## src/rtl/conv_weight_bank.sv

```systemverilog
`default_nettype none
// ============================================================================
// Module      : conv_weight_bank
// Description : Kernel weight/bias store streamed out one word per SHIFT/BIAS cycle.
// Revision    : 1.0
// ============================================================================
module conv_weight_bank #(
    parameter  int DATA_WIDTH  = 32,
    parameter  int KERNEL_SIZE = 3,
    parameter  int NUM_SETS    = 4,
    localparam int SET_DEPTH   = KERNEL_SIZE * KERNEL_SIZE + 1,
    localparam int DEPTH       = NUM_SETS * SET_DEPTH,
    localparam int ADDR_W      = (DEPTH > 1) ? $clog2(DEPTH) : 1,
    localparam int SET_W       = (NUM_SETS > 1) ? $clog2(NUM_SETS) : 1
) (
    input  logic                  clk,
    input  logic                  rst_n,
    input  logic [2:0]            current_state,
    input  logic [SET_W-1:0]      i_set_base,
    input  logic                  i_wr_en,
    input  logic [ADDR_W-1:0]     i_wr_addr,
    input  logic [DATA_WIDTH-1:0] i_wr_data,
    output logic [DATA_WIDTH-1:0] o_weight,
    output logic                  o_weight_valid,
    output logic                  o_is_bias,
    output logic [SET_W-1:0]      o_set_idx,
    output logic                  o_set_done,
    output logic                  o_wr_err
);

    localparam int KK    = KERNEL_SIZE * KERNEL_SIZE;
    localparam int OFF_W = (SET_DEPTH > 1) ? $clog2(SET_DEPTH) : 1;

    localparam logic [2:0] ST_INIT    = 3'd0;
    localparam logic [2:0] ST_PRELOAD = 3'd1;
    localparam logic [2:0] ST_SHIFT   = 3'd2;
    localparam logic [2:0] ST_BIAS    = 3'd5;
    localparam logic [2:0] ST_LOAD    = 3'd6;

    localparam logic [ADDR_W:0]   C_DEPTH    = (ADDR_W + 1)'(DEPTH);
    localparam logic [OFF_W-1:0]  C_LAST_OFF = OFF_W'(KK - 1);
    localparam logic [SET_W-1:0]  C_LAST_SET = SET_W'(NUM_SETS - 1);

    logic [DATA_WIDTH-1:0] r_mem [DEPTH];

    logic [OFF_W-1:0]      r_offset;
    logic [SET_W-1:0]      r_set_idx;
    logic [2:0]            r_prev_state;
    logic [DATA_WIDTH-1:0] r_weight;
    logic                  r_weight_valid;
    logic                  r_is_bias;
    logic                  r_set_done;
    logic                  r_wr_err;

    logic                  w_is_init;
    logic                  w_is_preload;
    logic                  w_is_shift;
    logic                  w_is_bias;
    logic                  w_is_load;
    logic                  w_is_idle;
    logic                  w_wr_accept;
    logic                  w_wr_reject;
    logic [ADDR_W-1:0]     w_base_addr;
    logic [ADDR_W-1:0]     w_shift_addr;
    logic [ADDR_W-1:0]     w_bias_addr;

    // Unlisted state codes fall into IDLE behaviour.
    assign w_is_init    = (current_state == ST_INIT);
    assign w_is_preload = (current_state == ST_PRELOAD);
    assign w_is_shift   = (current_state == ST_SHIFT);
    assign w_is_bias    = (current_state == ST_BIAS);
    assign w_is_load    = (current_state == ST_LOAD);
    assign w_is_idle    = ~(w_is_init | w_is_preload | w_is_shift | w_is_bias | w_is_load);

    assign w_wr_accept  = i_wr_en & (w_is_init | w_is_idle) & ({1'b0, i_wr_addr} < C_DEPTH);
    assign w_wr_reject  = i_wr_en & ~w_wr_accept;

    assign w_base_addr  = ADDR_W'(int'(r_set_idx) * SET_DEPTH);
    assign w_shift_addr = w_base_addr + ADDR_W'(r_offset);
    assign w_bias_addr  = w_base_addr + ADDR_W'(KK);

    // Weight storage carries no reset so contents survive rst_n.
    always_ff @(posedge clk) begin
        if (w_wr_accept) begin
            r_mem[i_wr_addr] <= i_wr_data;
        end
    end

    always_ff @(posedge clk or negedge rst_n) begin
        if (!rst_n) begin
            r_offset       <= '0;
            r_set_idx      <= '0;
            r_prev_state   <= ST_INIT;
            r_weight       <= '0;
            r_weight_valid <= 1'b0;
            r_is_bias      <= 1'b0;
            r_set_done     <= 1'b0;
            r_wr_err       <= 1'b0;
        end else begin
            r_prev_state   <= current_state;
            r_wr_err       <= w_wr_reject;
            r_set_done     <= w_is_bias && (r_prev_state != ST_BIAS);
            r_weight       <= '0;
            r_weight_valid <= 1'b0;
            r_is_bias      <= 1'b0;

            if (w_is_shift) begin
                r_weight       <= r_mem[w_shift_addr];
                r_weight_valid <= 1'b1;
                r_offset       <= (r_offset == C_LAST_OFF) ? '0 : r_offset + OFF_W'(1);
            end else if (w_is_bias) begin
                r_weight       <= r_mem[w_bias_addr];
                r_weight_valid <= 1'b1;
                r_is_bias      <= 1'b1;
                r_offset       <= '0;
            end else if (w_is_preload) begin
                r_offset  <= '0;
                r_set_idx <= (int'(i_set_base) < NUM_SETS) ? i_set_base : '0;
            end else if (w_is_load) begin
                r_offset <= '0;
                // Only the LOAD that directly follows a bias moves on to the next set.
                if (r_prev_state == ST_BIAS) begin
                    r_set_idx <= (r_set_idx == C_LAST_SET) ? '0 : r_set_idx + SET_W'(1);
                end
            end else if (w_is_init) begin
                r_offset  <= '0;
                r_set_idx <= '0;
            end
        end
    end

    assign o_weight       = r_weight;
    assign o_weight_valid = r_weight_valid;
    assign o_is_bias      = r_is_bias;
    assign o_set_idx      = r_set_idx;
    assign o_set_done     = r_set_done;
    assign o_wr_err       = r_wr_err;

endmodule
`default_nettype wire

```

## config.mk

```make
export PLATFORM = sky130hd
export DESIGN_NAME = conv_weight_bank
export DESIGN_NICKNAME = d
export VERILOG_FILES = /design/src/rtl/conv_weight_bank.sv
export SDC_FILE = /design/constraint.sdc
export NUM_CORES = 1
export LEC_CHECK = 0
export CORE_UTILIZATION = 45
export DETAILED_ROUTE_END_ITERATION = 8
export PLACE_DENSITY = 0.67
export SYNTH_ARGS = -nofsm -noshare
export SYNTH_HDL_FRONTEND = slang
export SYNTH_SLANG_ARGS = --single-unit
```

## constraint.sdc

```tcl
create_clock -name clk -period 3.3 [get_ports clk]
set_input_delay 0.33 -clock clk [delete_from_list [all_inputs] [get_ports clk]]
set_output_delay 0.33 -clock clk [all_outputs]
set_load 0.02 [all_outputs]
```

# Yosys cells after proc, flatten, opt, wreduce, memory -nomap -nowiden

Memory sizes are Yosys's and may differ from the RTL's.
Cells that the tools add are included.

Register bits after elaboration: 45
Bits in writable memories: 1280
Input bits: 46
Output and inout bits: 38
Word-level logic and storage cells: 59
Memories: 1

Memory list:

| name  | depth | width | read ports | clocked after memory_dff | wr ports | RTL line | text |
|---|---|---|---|---|---|---|---|
| r_mem | 40    | 32    | 2          | 0                        | 1        | 44       | `logic [DATA_WIDTH-1:0] r_mem [DEPTH];` |

Add/sub/neg operators: 4
Multipliers: 1
Magnitude comparators: 1
Eq/ne operators: 9
Mux-type cells: 18
Bitwise operators: 12
Reduce and logical (&&, ||, !) cells: 5

Operator list:

| kind                  | count |
|---|---|
| $mux W32              | 2 |
| $mux W4               | 6 |
| $mux W2               | 5 |
| $eq A3 B3 Y1 const B  | 3 |
| $add A6 B4 Y6         | 1 |
| $add A6 B4 Y6 const B | 1 |
| $lt A6 B6 Y1 const B  | 1 |
| $mul A2 B3 Y5 const B | 1 |
| $mux W1               | 5 |
| $or A1 B1 Y1          | 5 |
| $reduce_bool A5 Y1    | 1 |
| $add A4 B1 Y4 const B | 1 |
| $eq A4 B4 Y1 const B  | 1 |
| $not A1 Y1            | 4 |
| $reduce_and A4 Y1     | 1 |
| $and A1 B1 Y1         | 3 |
| $eq A3 B1 Y1 const B  | 1 |
| $eq A3 B2 Y1 const B  | 1 |
| $logic_not A3 Y1      | 1 |
| $ne A3 B2 Y1 const B  | 1 |
| $ne A3 B3 Y1 const B  | 1 |
| $reduce_bool A3 Y1    | 1 |
| $add A2 B1 Y2 const B | 1 |
| $eq A2 B2 Y1 const B  | 1 |
| $logic_and A1 B1 Y1   | 1 |

# Logic depth before layout (Yosys ltp)

Gate-level depths: netlist (run 1).

Depth after elaboration: 11
Depth in mapped cells: 13
Mapped depth without buffers: 8

# Least setup slack after synthesis (run 1)

Ideal clock, no wire load.

Kind: input -> register
Start point: in current_state[0]
End point: mem r_mem[30][0] (enable)
Library setup time: 0.421 ns
Arrival time: 2.796 ns
Data required time: 2.879 ns
Slack: 0.082 ns
Cell stages on the path: 5
Buffers on the path: 0
Cells stage by stage: inv_1 -> ha_1 -> nor4b_1 -> nand3_1 -> nor2_1

Word-level cells in the longest chain between the ends: 11
Elaborated cells between the ends (all ways): 15
Those cells by class: 4 x eq/ne; 2 x mux; 8 x bitwise; 1 x reduce/logical

Ends and longest elaborated chain:

| item                                                    | RTL line | text |
|---|---|---|
| from (decl)                                             | 18       | `input logic [2:0] current_state,` |
| $eq A3 B1 Y1 / $logic_not A3 Y1 (equally long branches) | 69, 68   |  |
| $or A1 B1 Y1 (4 in series)                              | 73       | `assign w_is_idle = ~(w_is_init \| w_is_preload \| w_is_shift \| w_is_bias \| w_is_load);` |
| $not A1 Y1                                              | 73       |  |
| $or A1 B1 Y1 *                                          | 75       | `assign w_wr_accept = i_wr_en & (w_is_init \| w_is_idle) & ({1'b0, i_wr_addr} < C_DEPTH);` |
| $and A1 B1 Y1 * (2 in series)                           | 75       |  |
| $mux W1 *                                               | 84       | `if (w_wr_accept) begin` |
| $mux W1 (not written as such) *                         | 85       | `r_mem[i_wr_addr] <= i_wr_data;` |
| to (decl)                                               | 44       |  |

Every way passes the cells marked *; elsewhere a longest branch is shown, timed or not.

# Worst setup path after layout (run 1)

Start point: reg r_offset[1]
End point: reg r_weight[12] (netlist: o_weight[12])

Word-level cells in the longest chain between the ends: 3

Ends and longest elaborated chain:

| item                   | RTL line | text |
|---|---|---|
| from (decl)            | 46       | `logic [OFF_W-1:0] r_offset;` |
| from (signal assigned) | 110      | `r_offset <= (r_offset == C_LAST_OFF) ? '0 : r_offset + OFF_W'(1);` |
| $add A6 B4 Y6          | 79       | `assign w_shift_addr = w_base_addr + ADDR_W'(r_offset);` |
| $mem_v2 Z40 W32        | -        |  |
| $mux W32               | 107      | `if (w_is_shift) begin` |
| to (signal assigned)   | 108      | `r_weight <= r_mem[w_shift_addr];` |
| to (signal assigned)   | 112      | `r_weight <= r_mem[w_bias_addr];` |
| to (decl)              | 49       | `logic [DATA_WIDTH-1:0] r_weight;` |

No other way between the ends.
A chain may end at the register's enable or synchronous reset.

==> flow_summary.toml, run 1 <==
[final_layout]
final_cell_area_mm2 = 0.0638
fill_cells = 8941
seqCellArea_mm2 = 0.0396
drive_above_1_share = 0.319
final_cell_mix = "edfxtp_1 (1,280), mux4_2 (369), mux2i_1 (166)"
layout_commonest_cell = "edfxtp_1"
multiInputGateArea_mm2 = 0.0140
synthToLayoutAreaGrowth_pct = 18.1
fin_nets = 2868

[timing]
rsz0062_at_grt = "no"
drv_slew = 0
slew-limit-headroom = 0.179
skew_ns = 0.0291
min_period_ns = 3.28
setup_tns_ns = 0
fmax_mhz = 305
worstMarginPinSlew_ns = 1.23
setup_viol = 0
finalHoldViolCount = 0
fin_crit_sh = 0.993

[clock_tree]
cts.clk_slew.worst_paths_ns = 0.06
cts_buffer_depth = 3
htreeDepth = 4
worstSkewPairLatency_ns = 0.75
cts-root-buf = "clkbuf_16"
cts_tree = "built"
cts.sinks = 1325
numCtsBuffers = 138

[yosys]
synth.area.top_cells = "edfxtp_1 (71%), mux4_2 (15%), mux2i_1 (3.1%)"
synthDistinctLibCells = 47
ys_warn_count = 0
synthFlopType = "edfxtp_1"
yosysSeqAreaShare = 0.732
async_reset_ff_frac = 0.0340
synth_edf_count = 1280
syn_avg_cell_area_um2 = 21.3
synth.largest_area_cell = "edfxtp_1"
synth_nets = 2587
synth_seq_cells = 1325
synthCells = 2531
synth_top_cell_area_share = 0.711
netlist_area_mm2 = 0.0540

[drt]
ant_nets = 0
avgViaCountPerCell = 6.41
drc = 0
drtIter0Drc = 4041
num_vias = 29000
dr.pass1.iters = 5
wl_mm = 153
wl_per_cell_um = 33.9

[die]
die_width_um = 349
fp.dieH_um = 349
die_area_mm2 = 0.121
core.rowCount = 126
io-pin-count = 84
core_mm2 = 0.119
start_util = 0.456

[critical_path]
rrSetupSlack_ns = 0.02
r2r_end = "o_weight[12]$_DFF_PN0_"
crit_top_cell = "buf_4"
critical_path.slowest_cell = "fa_4"
path_class = "reg2reg"
worstRegToRegCells = 10
worst-path-buf-inv = 4
critPathLaunchType = "flip-flop"
critPathTopFamily = "adder cells"
crit_chain = "ha_4 -> inv_1 -> fa_4 -> buf_4 -> clkbuf_16 -> mux4_2 -> mux2_2 -> o22ai_1 -> buf_4 -> o31ai_1"
end_kind = "flip-flop"
reg2reg_from = "r_offset[1]$_DFFE_PN0P_"
critPathRequiredTime_ns = 3.88
crit_path_max_fanout = 12
critical_path.max_stage_delay_ns = 0.91
worst_ep_arrival_time_ns = 3.85

[place]
placed_cell_area_mm2 = 0.0592
gp_congestion = 0.834
dpl.hpwl_mm = 89.7
portBuffers = 83

[hold_path]
whs_path_depth = 1
hold_class = "in2reg"
hold_path_startpoint = "current_state[1]"
min_to = "r_prev_state[1]$_DFF_PN0_"

[grt]
grt.overflow.total = 0
grt_pass1_wl_mm = 216
grt_antenna_before_repair = 6
grtUsageTotal = 0.254
grt_pass1_vias = 29300
grt_max_degree = 101

[status]
status = "complete, no violations"

[flow_run]
max-cap-violations = 0

[power]
ir_worst_vdd_mv = 0.532
p_leak_uw = 0.0205
p_per_area_mw_per_mm2 = 638
==> state kept, by name, summed over array words and instances, names as in the netlist <==
register,flops
r_mem,1280
o_weight,32
r_offset,4
r_prev_state,3
o_set_idx,2
o_is_bias,1
o_set_done,1
o_weight_valid,1
o_wr_err,1
==> through the flow <==
stage / instances / power [uW] / setup slack, ns / hold WS [ns] / utilization
2_1_floorplan: 2531 / 23100 / 0.0825 / 0.0344 / -
3_3_place_gp: 4269 / 25400 / 0.0857 / 0.498 / 0.500
3_5_place_dp: 4269 / 25500 / 0.0606 / 0.514 / 0.500
4_1_cts: 4520 / 40800 / 0.0291 / 0.0724 / 0.538
5_1_grt: 4523 / 41800 / 0.00118 / 0.0911 / 0.538
6_report: 4523 / 40700 / 0.0238 / 0.115 / 0.538
==> cell families after synthesis <==
logic type | count (synthesis) | synth area share
AND/OR/NAND/NOR | 196 | 0.0161
buffers and inverters | 167 | 0.0165
AO/OA/AOI/OAI | 197 | 0.0272
multiplexers | 631 | 0.205
XOR/XNOR | 5 | 0.000950
adder cells (fa/ha/maj) | 10 | 0.00245
flip-flops | 1325 | 0.732
==> layer usage <==
metal / wire length [um] / part of all wire / vias up / track usage
li1: - / - / 11300 / -
met1: 60300 / 0.39 / 15500 / 0.356
met2: 72600 / 0.47 / 1936 / 0.397
met3: 16600 / 0.11 / 288 / 0.0625
met4: 3810 / 0.025 / 2 / 0.0755
met5: 13 / 0.000085 / - / 0
==> final cells by class <==
| class | count | area share |
|---|---|---|
| repair buffers | 300 | 0.0587 |
| flip-flops and latches | 1325 | 0.620 |
| multi-input cells | 1039 | 0.219 |
| well taps | 1600 | 0.0314 |
| clock inverters | 50 | 0.00910 |
| inverters | 8 | 0.000471 |
| diodes | 1 | 0.0000392 |
| clock buffers | 200 | 0.0613 |
==> cells in the mapped netlist, types with 4 or more instances <==
cell type     n
edfxtp_1   1280
mux4_2      369
mux2i_1     166
mux2_2       96
nor2_1       75
nand2_1      67
buf_2        63
clkbuf_1     52
a221oi_1     47
dfrtp_1      45
and3_1       33
o22a_1       32
o21ai_0      27
o21ai_1      27
buf_4        25
o221ai_1     24
o31ai_1      17
buf_6         9
ha_1          9
buf_1         8
nor2b_1       8
o22ai_1       8
inv_1         7
a21oi_1       4
xnor2_1       4
==> worst max path at each step <==
stage | startpoint | endpoint | slack, ns | depth (start not counted)
after floorplan | current_state[0] | r_mem[30][0]$_DFFE_PP_ | 0.08 | 5
after global placement | o_set_idx[1]$_DFFE_PN0P_ | o_weight[29]$_DFF_PN0_ | 0.09 | 10
after detailed placement | o_set_idx[0]$_DFFE_PN0P_ | o_weight[3]$_DFF_PN0_ | 0.06 | 10
after CTS | o_set_idx[0]$_DFFE_PN0P_ | o_weight[3]$_DFF_PN0_ | 0.03 | 10
after global routing | r_offset[1]$_DFFE_PN0P_ | o_weight[29]$_DFF_PN0_ | 0.001 | 11
final | r_offset[1]$_DFFE_PN0P_ | o_weight[12]$_DFF_PN0_ | 0.02 | 10
==> power by group <==
group | total [uW] | internal, uW | switching [uW]
registers | 18700 | 18600 | 126
clock network | 15500 | 9120 | 6370
logic | 6510 | 3050 | 3470
==> repair_timing <==
| item | CTS | global route |
|---|---|---|
| hold endpoints to repair | 26 | 0 |
| hold buffers | 1 | 0 |
| resized for setup | 0 | 3 |
| setup endpoints to repair | 0 | 4 |
| buffers inserted | 0 | 1 |
Note: power is estimated with default switching activity, not from simulation.
==> run 2: changes to the inputs <==
--- a/config.mk
+++ b/config.mk
@@ -5,9 +5,11 @@
 export SDC_FILE = /design/constraint.sdc
 export NUM_CORES = 1
 export LEC_CHECK = 0
+export CORE_MARGIN = 4
 export CORE_UTILIZATION = 45
 export DETAILED_ROUTE_END_ITERATION = 8
-export PLACE_DENSITY = 0.67
+export PLACE_DENSITY = 0.69
+export RECOVER_POWER = 25
 export SYNTH_ARGS = -nofsm -noshare
 export SYNTH_HDL_FRONTEND = slang
 export SYNTH_SLANG_ARGS = --single-unit
==> constraint.sdc (replaced) <==
create_clock -name clk -period 2.9 [get_ports clk]
set_input_delay 0.29 -clock clk [delete_from_list [all_inputs] [get_ports clk]]
set_output_delay 0.29 -clock clk [all_outputs]
set_load 0.02 [all_outputs]
==> flow_summary.toml, run 2 <==
[status]
status = "aborted with a tool error"
stop_stage = "detailed routing"
error_line = "Error: net736 23 pin not visited #guides = 253"

[yosys]
synth_top_cell_area_share = 0.711
synth.area.top_cells = "edfxtp_1 (71%), mux4_2 (15%), mux2i_1 (3.1%)"
synth_edf_count = 1280
synth_top_family_by_area = "multiplexers"
yosysSeqAreaShare = 0.732
muxShareOfSynthArea = 0.205
synth_seq_cells = 1325
synth.most_common_cell = "edfxtp_1"
synth_nets = 2587
synth_fa_ha_area_frac = 0.00245
synthCells = 2531
async_reset_ff_frac = 0.0340
synth_commonest_cells = "edfxtp_1 (1,280), mux4_2 (369), mux2i_1 (166)"
synth.largest_area_cell = "edfxtp_1"
ys_warn_count = 0
syn_avg_cell_area_um2 = 21.3
synth_compound_area_frac = 0.0272
netlist_area_mm2 = 0.0540
synthSimpleGateAreaFrac = 0.0161
synthFlopType = "edfxtp_1"
synthXorXnorAreaFrac = 0.000949
synthDistinctLibCells = 47

[grt]
grt_pass1_wl_mm = 224
grt_antenna_before_repair = 0
grt_pass1_vias = 29800
grtUsageTotal = 0.253
grt_max_degree = 45
grt.overflow.total = 0

[place]
portBuffers = 83
gp_congestion = 0.864
dpl.hpwl_mm = 93.5

[clock_tree]
htreeDepth = 4
cts-root-buf = "clkbuf_16"
numCtsBuffers = 134
cts_buffer_depth = 3
cts.sinks = 1325

[die]
die_width_um = 355
fp.dieH_um = 355
io-pin-count = 84
start_util = 0.456
core.rowCount = 126

[timing]
crit_endpoint = "o_weight[23]$_DFF_PN0_/D"
endpoint_type = "register input"
## run 2: cell counts after synthesis
No cell type changed its count.
## run 2: logic make-up after synthesis
group / after synthesis
muxes: 631
AOI/OAI and AO/OA: 197
and+or+nand+nor: 196
xor gates and xnor gates: 5
adders and majority gates: 10
DFF: 1325
buffers and inverters: 167
## run 2: stage by stage
step / TNS, ns / util / cell area [um^2] / cells / setup WS (ns)
after CTS: -1.62 / 0.547 / 64900 / 4592 / -0.109
after detailed placement: -12.75 / 0.504 / 59800 / 4325 / -0.460
after global placement: -7.24 / 0.504 / 59800 / 4325 / -0.428
after global routing: -2.80 / 0.555 / 65800 / 4628 / -0.168
after floorplan: -140.84 / - / 54100 / 2531 / -0.278
## run 2: repair_timing
action	4_1_cts	5_1_grt
setup buffers	18	25
endpoints found under the hold margin	22	0
pin swaps	20	68
hold buffers	1	0
gates cloned	8	13
endpoints found under the setup margin	34	34
gates resized for setup	68	118
## run 2: per-layer routing
| metal | global-route usage |
|---|---|
| met5 | 0.00154 |
| met4 | 0.0904 |
| met3 | 0.0867 |
| met2 | 0.384 |
| met1 | 0.343 |
==> run 3: changes to the inputs <==
--- a/config.mk
+++ b/config.mk
@@ -6,9 +6,9 @@
 export NUM_CORES = 1
 export LEC_CHECK = 0
 export CORE_MARGIN = 4
-export CORE_UTILIZATION = 45
+export CORE_UTILIZATION = 30
 export DETAILED_ROUTE_END_ITERATION = 8
-export PLACE_DENSITY = 0.69
+export PLACE_DENSITY_LB_ADDON = 0.15
 export RECOVER_POWER = 25
 export SYNTH_ARGS = -nofsm -noshare
 export SYNTH_HDL_FRONTEND = slang
==> constraint.sdc (replaced) <==
create_clock -name clk -period 3.77 [get_ports clk]
set_input_delay 0.377 -clock clk [delete_from_list [all_inputs] [get_ports clk]]
set_output_delay 0.377 -clock clk [all_outputs]
set_load 0.02 [all_outputs]
==> flow_summary.toml, run 3 (synthesis results as in run 1) <==
[status]
status = "complete, but fails checks"
violations = "max-capacitance violations, max-slew violations"

[clock_tree]
cts.clk_slew.worst_paths_ns = 0.06
worstSkewPairLatency_ns = 0.78
htreeDepth = 4
cts_tree = "built"
cts_buffer_depth = 3
cts-root-buf = "clkbuf_16"
cts_repair_resize_count = 0
numCtsBuffers = 146
cts.sinks = 1325

[final_layout]
fin_nets = 2842
synthToLayoutAreaGrowth_pct = 18.8
fill_cells = 16500
final_cell_area_mm2 = 0.0642
top_register = "r_mem"
final_cell_mix = "edfxtp_1 (1,280), mux4_2 (369), mux2i_1 (166)"
drive_above_1_share = 0.309
largest_register_ffs = 1280
layout_commonest_cell = "edfxtp_1"

[die]
io-pin-count = 84
fp.dieH_um = 432
start_util = 0.302
core_mm2 = 0.179
die_area_mm2 = 0.187
die_width_um = 432
core.rowCount = 155

[power]
power_uw = 36200
p_leak_uw = 0.0203
p_per_area_mw_per_mm2 = 564
ir_worst_vdd_mv = 0.490

[drt]
drtIter0Drc = 2414
num_vias = 27700
dr.pass1.iters = 5
wl_mm = 170
ant_nets = 0
avgViaCountPerCell = 5.26
wl_per_cell_um = 32.4
drc = 0

[timing]
min_period_ns = 3.58
worstMarginPinSlew_ns = 1.91
slew-limit-headroom = -0.273
fin_crit_sh = 0.949
setup_tns_ns = 0
rsz0062_at_grt = "no"
finalHoldViolCount = 0
drv_slew = 943
skew_ns = 0.0307
finalHoldWorstSlack_ns = 0.246
setup_viol = 0
fmax_mhz = 280

[grt]
grt_pass1_vias = 29700
grt_pass1_wl_mm = 238
grt_antenna_before_repair = 4
grt_max_degree = 71
grtUsageTotal = 0.182
grt.overflow.total = 0

[place]
gp_congestion = 0.771
dpl.hpwl_mm = 101
placed_cell_area_mm2 = 0.0595
portBuffers = 83

[critical_path]
rrSetupSlack_ns = 0.19
end_kind = "flip-flop"
critPathLaunchType = "flip-flop"
worst_ep_arrival_time_ns = 4.21
crit_path_max_fanout = 24
critPathRequiredTime_ns = 4.41
path_class = "reg2reg"

[hold_path]
hold_class = "in2async"

[flow_run]
max-cap-violations = 23
-- run 3: worst max-delay path, stage by stage, from the launching register on --
cell,delay (ns)
dfrtp_1,0.45
ha_4,0.18
inv_1,0.05
fa_4,1.03
nor2b_4,1.04
a221oi_1,0.23
o21ai_0,0.12
and3_1,0.20
o21ai_1,0.08
-- run 3: cell type report --
type                            instances  area, um^2  area share
Multi-Input combinational cell       1039       14000       0.218
Inverter                                8        31.3    0.000487
Tap cell                             2355        2950      0.0459
Clock inverter                         74         763      0.0119
Sequential cell                      1325       39600       0.617
Clock buffer                          189        3950      0.0615
Antenna cell                            1        2.50   0.0000390
Timing Repair Buffer                  266        2950      0.0460
-- run 3: metrics by stage --
stage	setup WS, ns	std cells	util
3_5_place_dp	0.185	4992	0.333
4_1_cts	0.187	5256	0.359
6_report	0.193	5257	0.359
2_1_floorplan	0.505	2531	-
3_3_place_gp	0.142	4992	0.333
5_1_grt	0.0572	5256	0.359
-- run 3: timing repair --
action                                  4_1_cts  5_1_grt
hold buffers                                  1        0
endpoints found under the setup margin        0        0
endpoints found under the hold margin        33        0
setup buffers                                 0        0
-- run 3: where the power goes --
part | switching (uW) | internal, uW
combinational | 3170 | 2570
sequential | 95.8 | 16300
clock | 5880 | 8250
total | 9150 | 27100
-- run 3: path summary, 6_finish.rpt --
kind / from / endpoint / cells after the start
setup / recovery: r_offset[1]$_DFFE_PN0P_ / o_weight[19]$_DFF_PN0_ / 8
hold / removal: rst_n / o_weight[31]$_DFF_PN0_ / 2
setup reg to reg: r_offset[1]$_DFFE_PN0P_ / o_weight[19]$_DFF_PN0_ / 8
hold reg to reg: r_offset[3]$_DFFE_PN0P_ / r_offset[3]$_DFFE_PN0P_ / 1
max in group asynchronous: rst_n / o_weight[25]$_DFF_PN0_ / 3
min in group clk: current_state[1] / r_prev_state[1]$_DFF_PN0_ / 1
-- run 3: routing by layer --
layer	vias to the layer above	GRT usage	part of all wire	routed length (um)
met5	-	0	0	0
met4	0	0.0457	0.024	4080
met3	200	0.0326	0.048	8140
met2	840	0.304	0.49	83800
met1	15300	0.246	0.44	74000
li1	11300	-	-	-
